`config.mk`:
```
export PLATFORM = sky130hd
export DESIGN_NAME = nibble_neg_seq
export DESIGN_NICKNAME = d
export VERILOG_FILES = /design/src/rtl/nibble_neg_seq.sv
export SDC_FILE = /design/constraint.sdc
export NUM_CORES = 1
export LEC_CHECK = 0
export ABC_AREA = 1
export BUFFER_PORTS_ARGS = -buffer_cell sky130_fd_sc_hd__buf_2
export CORE_MARGIN = 2
export CORE_UTILIZATION = 30
export DETAILED_ROUTE_END_ITERATION = 12
export PLACE_DENSITY = 0.47
export SYNTH_ARGS = -nofsm -noshare
export SYNTH_HDL_FRONTEND = slang
export SYNTH_SLANG_ARGS = --single-unit
```
`constraint.sdc`:
```
create_clock -name clk -period 2.75 [get_ports clk]
set_clock_uncertainty 0.2 [all_clocks]
set_input_delay 0.55 -clock clk [delete_from_list [all_inputs] [get_ports clk]]
set_output_delay 0.55 -clock clk [all_outputs]
set_load 0.02 [all_outputs]
```
`src/rtl/nibble_neg_seq.sv`:
```
// Sequential two's-complement negator: one nibble per cycle, LSB first, through a
// single 4-bit complement stage steered by a "first one seen" flag.
module nibble_neg_seq #(
  parameter int NIBBLES = 4
) (
  input  logic                   clk,
  input  logic                   rst_n,
  input  logic                   start,
  input  logic [4*NIBBLES-1:0]   din,
  output logic                   busy,
  output logic                   done,
  output logic [4*NIBBLES-1:0]   dout,
  output logic                   ovf,
  output logic                   zero
);

  localparam int W  = 4 * NIBBLES;
  localparam int IW = (NIBBLES > 1) ? $clog2(NIBBLES) : 1;
  localparam logic [W-1:0] MIN_NEG = {1'b1, {(W-1){1'b0}}};

  // Handshake: start is accepted only on an edge where busy=0; done is a
  // one-cycle pulse and results hold until the next accepted start.
  typedef enum logic [1:0] {
    S_IDLE = 2'd0,
    S_RUN  = 2'd1,
    S_DONE = 2'd2
  } state_t;

  state_t          r_state;
  state_t          w_next;
  logic [IW-1:0]   r_idx;
  logic            r_seen;
  logic [W-1:0]    r_op;
  logic [W-1:0]    r_dout;
  logic            r_ovf;
  logic            r_zero;
  logic [3:0]      w_nib;
  logic [3:0]      w_res;
  logic            w_nib_nz;
  logic            w_last;

  always_comb begin
    w_nib = 4'd0;
    for (int k = 0; k < NIBBLES; k++) begin
      if (r_idx == IW'(k)) w_nib = r_op[4*k +: 4];
    end
  end

  // Before the first 1 the stage negates; after it, only inversion remains.
  always_comb begin
    w_res    = r_seen ? ~w_nib : (~w_nib + 4'd1);
    w_nib_nz = (w_nib != 4'd0);
    w_last   = (r_idx == IW'(NIBBLES - 1));
  end

  always_comb begin
    w_next = r_state;
    case (r_state)
      S_IDLE:  if (start) w_next = S_RUN;
      S_RUN:   if (w_last) w_next = S_DONE;
      S_DONE:  w_next = S_IDLE;
      default: w_next = S_IDLE;
    endcase
  end

  always_ff @(posedge clk or negedge rst_n) begin
    if (!rst_n) r_state <= S_IDLE;
    else        r_state <= w_next;
  end

  always_ff @(posedge clk or negedge rst_n) begin
    if (!rst_n) begin
      r_op   <= '0;
      r_idx  <= '0;
      r_seen <= 1'b0;
      r_dout <= '0;
      r_ovf  <= 1'b0;
      r_zero <= 1'b0;
    end else begin
      case (r_state)
        S_IDLE: begin
          if (start) begin
            r_op   <= din;
            r_idx  <= '0;
            r_seen <= 1'b0;
            r_ovf  <= 1'b0;
            r_zero <= 1'b0;
          end
        end
        S_RUN: begin
          for (int k = 0; k < NIBBLES; k++) begin
            if (r_idx == IW'(k)) r_dout[4*k +: 4] <= w_res;
          end
          r_seen <= r_seen | w_nib_nz;
          if (w_last) begin
            r_zero <= ~(r_seen | w_nib_nz);
            r_ovf  <= (r_op == MIN_NEG);
          end else begin
            r_idx <= r_idx + 1'b1;
          end
        end
        default: ;
      endcase
    end
  end

  assign busy = (r_state != S_IDLE);
  assign done = (r_state == S_DONE);
  assign dout = r_dout;
  assign ovf  = r_ovf;
  assign zero = r_zero;

endmodule

```
* Word-level counts from Yosys, hierarchy flattened
Index checks and enable logic that the tools add are counted.
** Storage, ports and cells
- Logic and storage cells :: 55
- Flip-flop bits (word level) :: 39
- Output and inout port bits :: 20
- Input bits :: 19
** Cells by class
- Equal/unequal tests :: 9
- Bitwise logic cells :: 3
- Reduce and logical (&&, ||, !) cells :: 14
- Add/sub/neg operators :: 2
- Muxes and demuxes :: 17
** Operators with widths (number)
- 2-to-1 mux 4 bit :: 5
- == test 16 bit, second input constant :: 1
- AND reduction 2 bit :: 7
- 2-to-1 mux 2 bit :: 4
- one-hot mux 2 bit (2 select lines) :: 2
- == test 2 bit, second input constant :: 3
- inequality test 2 bit, second input constant :: 3
- one-hot mux 1 bit (2 select lines) :: 3
- AND reduction 3 bit :: 2
- adder 4 x 1 -> 4 bit, second input constant :: 1
- == test 2 x 1 -> 1 bit, second input constant :: 2
- logical NOT 2 bit :: 2
- NOT 4 bit :: 1
- nonzero test 2 bit :: 2
- nonzero test 4 bit :: 1
- 2-to-1 mux 1 bit :: 3
- adder 2 x 1 -> 2 bit, second input constant :: 1
- NOT 1 bit :: 1
- bitwise OR 1 bit :: 1

* Depth between registers and ports, before layout
Gate-level depths: netlist of run 1.
- Word-level depth :: 10
- Depth in mapped cells :: 13
- Mapped depth without buffers :: 13

* Worst setup path before layout of run 1
Ideal clock, no wire load.
- Kind :: register to register
- From :: reg r_idx[0]
- To :: reg r_dout[2] (netlist: dout[2])
- Setup time :: 0.130 ns
- Slack :: 0.743 ns
- Cell stages (with the launch flop) :: 13
- Arrival time :: 1.678 ns
- Clock period less this slack :: 2.007 ns
- Buffers on the path :: 1
- Required time :: 2.420 ns
- Path through :: dfrtp_1 inv_1 ha_1 buf_6 a21oi_1 nand2_1 nand2_2 inv_1 ha_1 inv_1 nor2_1 xor2_1 o21ai_0
** Between the ends
- Longest elaborated chain between the ends :: 8
- Elaborated cells between the ends (all ways) :: 12
- Classes of those cells :: add/sub: 1; eq/ne: 3; mux: 5; bitwise: 1; reduce/logical: 2
** Ends and longest elaborated chain
- from (decl) :: line 31 : logic [IW-1:0] r_idx;
- from (signal assigned) :: line 99 : r_idx <= r_idx + 1'b1;
- logical NOT 2 bit :: line 45, 92
- 2-to-1 mux 4 bit (4 in a row) :: line 45 : if (r_idx == IW'(k)) w_nib = r_op[4*k +: 4];
- NOT 4 bit :: line 51 : w_res = r_seen ? ~w_nib : (~w_nib + 4'd1);
- adder 4 x 1 -> 4 bit :: line 51
- 2-to-1 mux 4 bit :: line 51
- to (signal, indexed assignment) :: line 92 : if (r_idx == IW'(k)) r_dout[4*k +: 4] <= w_res;
- to (decl) :: line 34 : logic [W-1:0] r_dout;
Several ways; a longest one is shown, not always the timed one.
A chain may end at the register's enable or synchronous reset.

* Worst setup path after layout of run 1
- From :: reg r_idx[0]
- To :: reg r_dout[6] (netlist: dout[6])
** Between the ends
- Longest elaborated chain between the ends :: 8
- Elaborated cells between the ends (all ways) :: 12
- Classes of those cells :: add/sub: 1; eq/ne: 3; mux: 5; bitwise: 1; reduce/logical: 2
** Ends and longest elaborated chain (line)
- logical NOT 2 bit :: 45
- 2-to-1 mux 4 bit (4 in a row) :: 45
- NOT 4 bit :: 51
- adder 4 x 1 -> 4 bit :: 51
- 2-to-1 mux 4 bit :: 51
Several ways; a longest one is shown, not always the timed one.

==> results.yml, run 1 <==
detailed_routing:
  first_pass_iters: 4
  wl_mm: 4.07
  routed_via_density: 4.36
  via_count: 1486
  wl_per_cell_um: 11.9
  dr.first_iter.drc_count: 40
  drtAntennaViolNets: 0
  remaining_drc_errors: 0
final_layout:
  layout.cells.non_filler: 341
  mostFrequentLayoutCell: "nand2_1"
  final_core_util_pct: 37.3
  final_layout_size_suffix_gt1_share_pct: 22.9
  layout_common_cells: "nand2_1 (90), dfrtp_1 (39), buf_2 (38)"
  fin_nets: 289
  area_growth_pct: 19.9
  postLayoutCellArea_um2: 2220
  n_antenna_cell: 0
global_routing:
  antenna_found_initial: 0
  grt.total_usage_pct: 13.4
  grt_pass1_vias: 1465
  grt_overflow_total: 0
  grt_pass1_wl_mm: 6.90
  grt_max_degree: 40
synthesis:
  synthDistinctLibCells: 23
  synthTopCellsByArea: "dfrtp_1 (53%), nand2_1 (18%), inv_1 (4.3%)"
  syn_area_um2: 1850
  synth_nets: 247
  postSynthAreaPerCell_um2: 8.30
  synth_cells: 223
  yosysWarnings: 0
  synth_top_area_cell: "dfrtp_1"
  ys_seq_area_share_pct: 52.7
  synth.top_cell.area_share_pct: 52.7
  ys_ff_latch: 39
hold_path:
  worstHoldPathType: "input pin to asynchronous set/reset pin"
power_and_ir_drop:
  p_sw_share_pct: 45.7
  combPwrFrac_pct: 49.3
  pwr-share-clk_pct: 14.7
  p_per_area_nw_per_um2: 1280
  internal_power_uw: 1540
  p_leak_uw: 0.00119
  peakVddDrop_mv: 0.426
  p_sw_uw: 1300
  power.sequential.fraction_pct: 35.9
die:
  rows: 28
  core-area_um2: 5960
  die_w_um: 82.5
  dieArea_um2: 6810
  ioPinCount: 39
  start_util_pct: 31.1
  die_y_um: 82.5
sta:
  setup_viol: 0
  min_period_ns: 2.19
  clock.fmax_ghz: 0.456
  max_slew_margin_pct: 42.8
  post-route-period-util_pct: 79.7
  tightest_slew_ns: 0.858
  final_max_slew_viol_count: 0
  final.setup.tns_ns: 0
  hold_viol: 0
  holdWs_ns: 0.177
  rsz0062_at_grt: "no"
placement:
  placed_area_um2: 2120
  hpwl_mm: 3.10
  gp_congestion: 0.798
  dp.cells: 333
  io_buffers: 38
worst_setup_path:
  end_kind: "register"
  start_kind: "register"
  cp_data_required_time_ns: 2.71
  crit_type: "register to register"
  critPathMaxFanout: 8
  worst_ep_arrival_time_ns: 2.15
clock_tree:
  post-cts-setup-buffers: 0
  clock_latency_ns: 0.28
  clk_path_buf_depth: 2
  cts-resized-gates: 0
  cts_buffers: 5
  cts_hold_buf: 0
  cts-root-buf: "clkbuf_8"
  htreeDepth: 2
  cts_tree: "built"
  clk_pin_slew_ns: 0.07
  cts_sinks: 39
flow_run:
  cap_violations: 0
status:
  outcome: "finished, final reports clean"
-- synth_stat cells --
cell type  number
a21oi_1         9
buf_2           3
buf_6           1
clkbuf_1        1
dfrtp_1        39
ha_1            5
inv_1          21
inv_2           2
nand2_1        90
nand2_2         4
nand2_4         1
nand3_1        10
nand3_2         2
nor2_1          8
nor2_2          1
nor2_4          2
nor3_1          1
nor4_1          4
o21ai_0        13
o21ai_1         2
o21ai_2         1
o21ai_4         1
xor2_1          2
-- worst max-delay path, cell delays in order (launching register included) --
cell	delay, ns
dfrtp_1	0.38
inv_1	0.09
ha_1	0.29
a21oi_1	0.18
nand2_1	0.08
nand2_2	0.10
inv_1	0.05
ha_1	0.19
inv_1	0.07
nor2_1	0.05
xor2_1	0.27
o21ai_0	0.11
-- final timing paths --
path | startpoint | end | slack, ns | cells after the start
hold reg to reg | dout[7]$_DFFE_PN0P_ | dout[7]$_DFFE_PN0P_ | 0.27 | 2
min in group clk | din[13] | r_op[13]$_DFFE_PN0P_ | 0.26 | 3
setup / recovery | r_idx[0]$_DFFE_PN0P_ | dout[6]$_DFFE_PN0P_ | 0.56 | 11
max in group asynchronous | rst_n | r_op[8]$_DFFE_PN0P_ | 1.63 | 1
hold / removal | rst_n | dout[12]$_DFFE_PN0P_ | 0.18 | 1
setup reg to reg | r_idx[0]$_DFFE_PN0P_ | dout[6]$_DFFE_PN0P_ | 0.56 | 11
-- power by group through the flow --
stage	registers [uW]	clock network [uW]	logic, uW
final	1020	418	1400
after global routing	1060	466	1620
after CTS	1030	436	1440
after detailed placement	1040	0	1430
after global placement	1030	0	1420
after floorplan	1140	0	913
-- flip-flops by register name, indices dropped and copies added, names as in the netlist --
signal and cells:
r_idx 2, r_seen 1, zero 1, r_state 2, ovf 1, r_op 16, dout 16
-- cell type report --
type	instances	area, um2
Fill cell	658	3740
Inverter	23	86.3
Tap cell	75	93.8
Sequential cell	39	976
Multi-Input combinational cell	156	758
Clock buffer	8	100
Timing Repair Buffer	40	205
-- routing by layer --
layer / routed length, um / GRT usage (%)
met1: 2030 / 17.8
met2: 1830 / 22.0
met3: 203 / 3.15
met4: 15 / 3.44
met5: 0 / 0
-- metrics by stage --
| stage | power [uW] | setup WS [ns] |
|---|---|---|
| 6_report | 2840 | 0.559 |
| 5_1_grt | 3150 | 0.243 |
| 4_1_cts | 2900 | 0.530 |
| 3_5_place_dp | 2470 | 0.542 |
| 3_3_place_gp | 2460 | 0.591 |
| 2_1_floorplan | 2050 | 0.743 |
-- kinds of logic (layout without fill, tap and decap cells) --
group | count (synthesis) | in the layout | synth area share [%]
AND/OR/NAND/NOR | 123 | 123 | 28.8
flip-flops | 39 | 39 | 52.7
buffers and inverters | 28 | 71 | 6.29
AO/OA/AOI/OAI | 26 | 26 | 7.84
adder cells (fa/ha/maj) | 5 | 5 | 3.38
XOR/XNOR | 2 | 2 | 0.947
Power figures use the tool's default switching activity.
==> inputs of run 2 (changes only) <==
--- a/config.mk
+++ b/config.mk
@@ -10,7 +10,7 @@
 export CORE_MARGIN = 2
 export CORE_UTILIZATION = 30
 export DETAILED_ROUTE_END_ITERATION = 12
-export PLACE_DENSITY = 0.47
+export PLACE_DENSITY = 0.49
 export SYNTH_ARGS = -nofsm -noshare
 export SYNTH_HDL_FRONTEND = slang
 export SYNTH_SLANG_ARGS = --single-unit
==> constraint.sdc (replaced) <==
create_clock -name clk -period 1.83 [get_ports clk]
set_clock_uncertainty 0.2 [all_clocks]
set_input_delay 0.366 -clock clk [delete_from_list [all_inputs] [get_ports clk]]
set_output_delay 0.366 -clock clk [all_outputs]
set_load 0.02 [all_outputs]
==> results.yml, run 2 (same netlist as run 1, synthesis figures left out) <==
global_routing:
  grt_pass1_wl_mm: 6.87
  antenna_found_initial: 0
  grt_overflow_total: 0
  grt_pass1_vias: 1439
  grt.total_usage_pct: 13.4
  grt_max_degree: 22
placement:
  io_buffers: 38
  gp_congestion: 0.777
  dp_slack_ns: -0.266
  hpwl_mm: 3.22
worst_setup_path:
  crit_type: "register to register"
  max_stage_delay_ns: 0.44
  critPathMaxFanout: 4
  crit_family: "flip-flops"
  start_kind: "register"
  path_common_cell: "inv_2"
  cp_cell_sequence: "inv_2 > ha_4 > inv_4 > nand3_2 > nand2_1 > nand2_1 > nand2_2 > inv_2 > ha_4 > inv_2 > nor2_4 > xor2_1 > buf_4 > o21ai_1"
  worst_ep_arrival_time_ns: 1.98
  end_kind: "register"
  crit_slowest_cell: "dfrtp_1"
  cp_data_required_time_ns: 1.81
  critical_path_buf_inv_count: 5
clock_tree:
  cts_sinks: 39
  cts_buffers: 5
  clock_latency_ns: 0.29
  clk_path_buf_depth: 2
  clk_pin_slew_ns: 0.08
  htreeDepth: 2
  cts-root-buf: "clkbuf_8"
  cts_tree: "built"
status:
  outcome: "finished with violations"
  violations: "negative setup slack"
detailed_routing:
  drtAntennaViolNets: 0
  dr.first_iter.drc_count: 56
  wl_mm: 4.27
  remaining_drc_errors: 0
  routed_via_density: 4.29
  first_pass_iters: 4
  via_count: 1550
  wl_per_cell_um: 11.8
power_and_ir_drop:
  peakVddDrop_mv: 0.738
  p_leak_uw: 0.00132
  power.sequential.fraction_pct: 30.1
  p_sw_uw: 2340
  combPwrFrac_pct: 58.6
  p_sw_share_pct: 45.2
  internal_power_uw: 2840
  pwr-share-clk_pct: 11.3
  p_per_area_nw_per_um2: 2010
sta:
  rsz0062_at_grt: "yes"
  clock.fmax_ghz: 0.499
  max_slew_margin_pct: 69.6
  holdWs_ns: 0.0608
  hold_viol: 0
  setup_viol: 18
  final_max_slew_viol_count: 0
  tightest_slew_ns: 0.457
  min_period_ns: 2.00
  post-route-period-util_pct: 110
  layout_setup_ws_ns: -0.175
die:
  core-area_um2: 5960
  dieArea_um2: 6810
  start_util_pct: 31.1
  ioPinCount: 39
  die_w_um: 82.5
  rows: 28
  die_y_um: 82.5
flow_run:
  cap_violations: 0
final_layout:
  fin_nets: 310
  final_core_util_pct: 43.3
  area_growth_pct: 39.4
  n_antenna_cell: 0
  final_layout_size_suffix_gt1_share_pct: 38.5
  layout_common_cells: "nand2_1 (87), dfrtp_1 (38), buf_2 (38)"
  mostFrequentLayoutCell: "nand2_1"
hold_path:
  worstHoldPathType: "input pin to register"
run 2: changes by cell type in the layout (fill, tap and decap cells not counted), sizes merged:
cell / delta
buf: +20
clkinv: +1
clkbuf: -2
dlygate4sd3: +1
run 2: power groups by stage:
| stage | combinational, uW | clock (uW) | sequential (uW) |
|---|---|---|---|
| 3_5_place_dp | 2490 | 0 | 1550 |
| 3_3_place_gp | 2480 | 0 | 1550 |
| 2_1_floorplan | 1410 | 0 | 1720 |
| 6_report | 3040 | 585 | 1560 |
| 5_1_grt | 3370 | 645 | 1620 |
| 4_1_cts | 2940 | 604 | 1560 |
run 2: what timing repair did:
item                                   4_1_cts  5_1_grt
hold buffers                                 1        0
resized for setup                           36        9
pin swaps                                   16       14
endpoints found under the hold margin       18        0
buffers inserted                             2        2
setup endpoints to repair                   18       18
run 2: tightest hold or removal path, cell delays in order:
cell,delay [ns]
buf_2,0.07
nand2_1,0.04
nand2_1,0.04
run 2: metrics by stage:
stage / total power, uW / setup TNS, ns / cell area (um2) / cells
4_1_cts: 5110 / -1.06 / 2540 / 359
6_report: 5190 / -1.68 / 2580 / 361
3_5_place_dp: 4050 / -2.02 / 2280 / 351
3_3_place_gp: 4030 / -1.46 / 2280 / 351
2_1_floorplan: 3130 / -0.688 / 1870 / 223
5_1_grt: 5630 / -3.63 / 2580 / 361
run 2: final timing paths:
path | slack (ns) | cells past startpoint | startpoint | end
worst min-delay path | 0.06 | 3 | din[13] | r_op[13]$_DFFE_PN0P_
min in group asynchronous | 0.35 | 2 | rst_n | r_state[0]$_DFFE_PN0P_
max in group asynchronous | 0.61 | 3 | rst_n | r_op[7]$_DFFE_PN0P_
worst min register to register | 0.27 | 2 | dout[15]$_DFFE_PN0P_ | dout[15]$_DFFE_PN0P_
worst max register to register | -0.17 | 14 | r_idx[1]$_DFFE_PN0P_ | dout[14]$_DFFE_PN0P_
worst max-delay path | -0.17 | 14 | r_idx[1]$_DFFE_PN0P_ | dout[14]$_DFFE_PN0P_
run 2: final cells by class:
| cell class | instances | area (um2) |
|---|---|---|
| fill | 618 | 3380 |
| inverter | 23 | 88.8 |
| clock inverter | 1 | 5.00 |
| multi-input combinational | 156 | 940 |
| timing repair buffer | 61 | 393 |
| clock buffer | 6 | 82.6 |
| sequential | 39 | 977 |
| tap | 75 | 93.8 |
run 2: routing by layer:
metal	up-vias	wire, um	track usage [%]
li1	822	-	-
met1	687	2070	17.9
met2	35	1970	21.5
met3	6	195	3.26
met4	0	37	3.93
met5	-	0	0
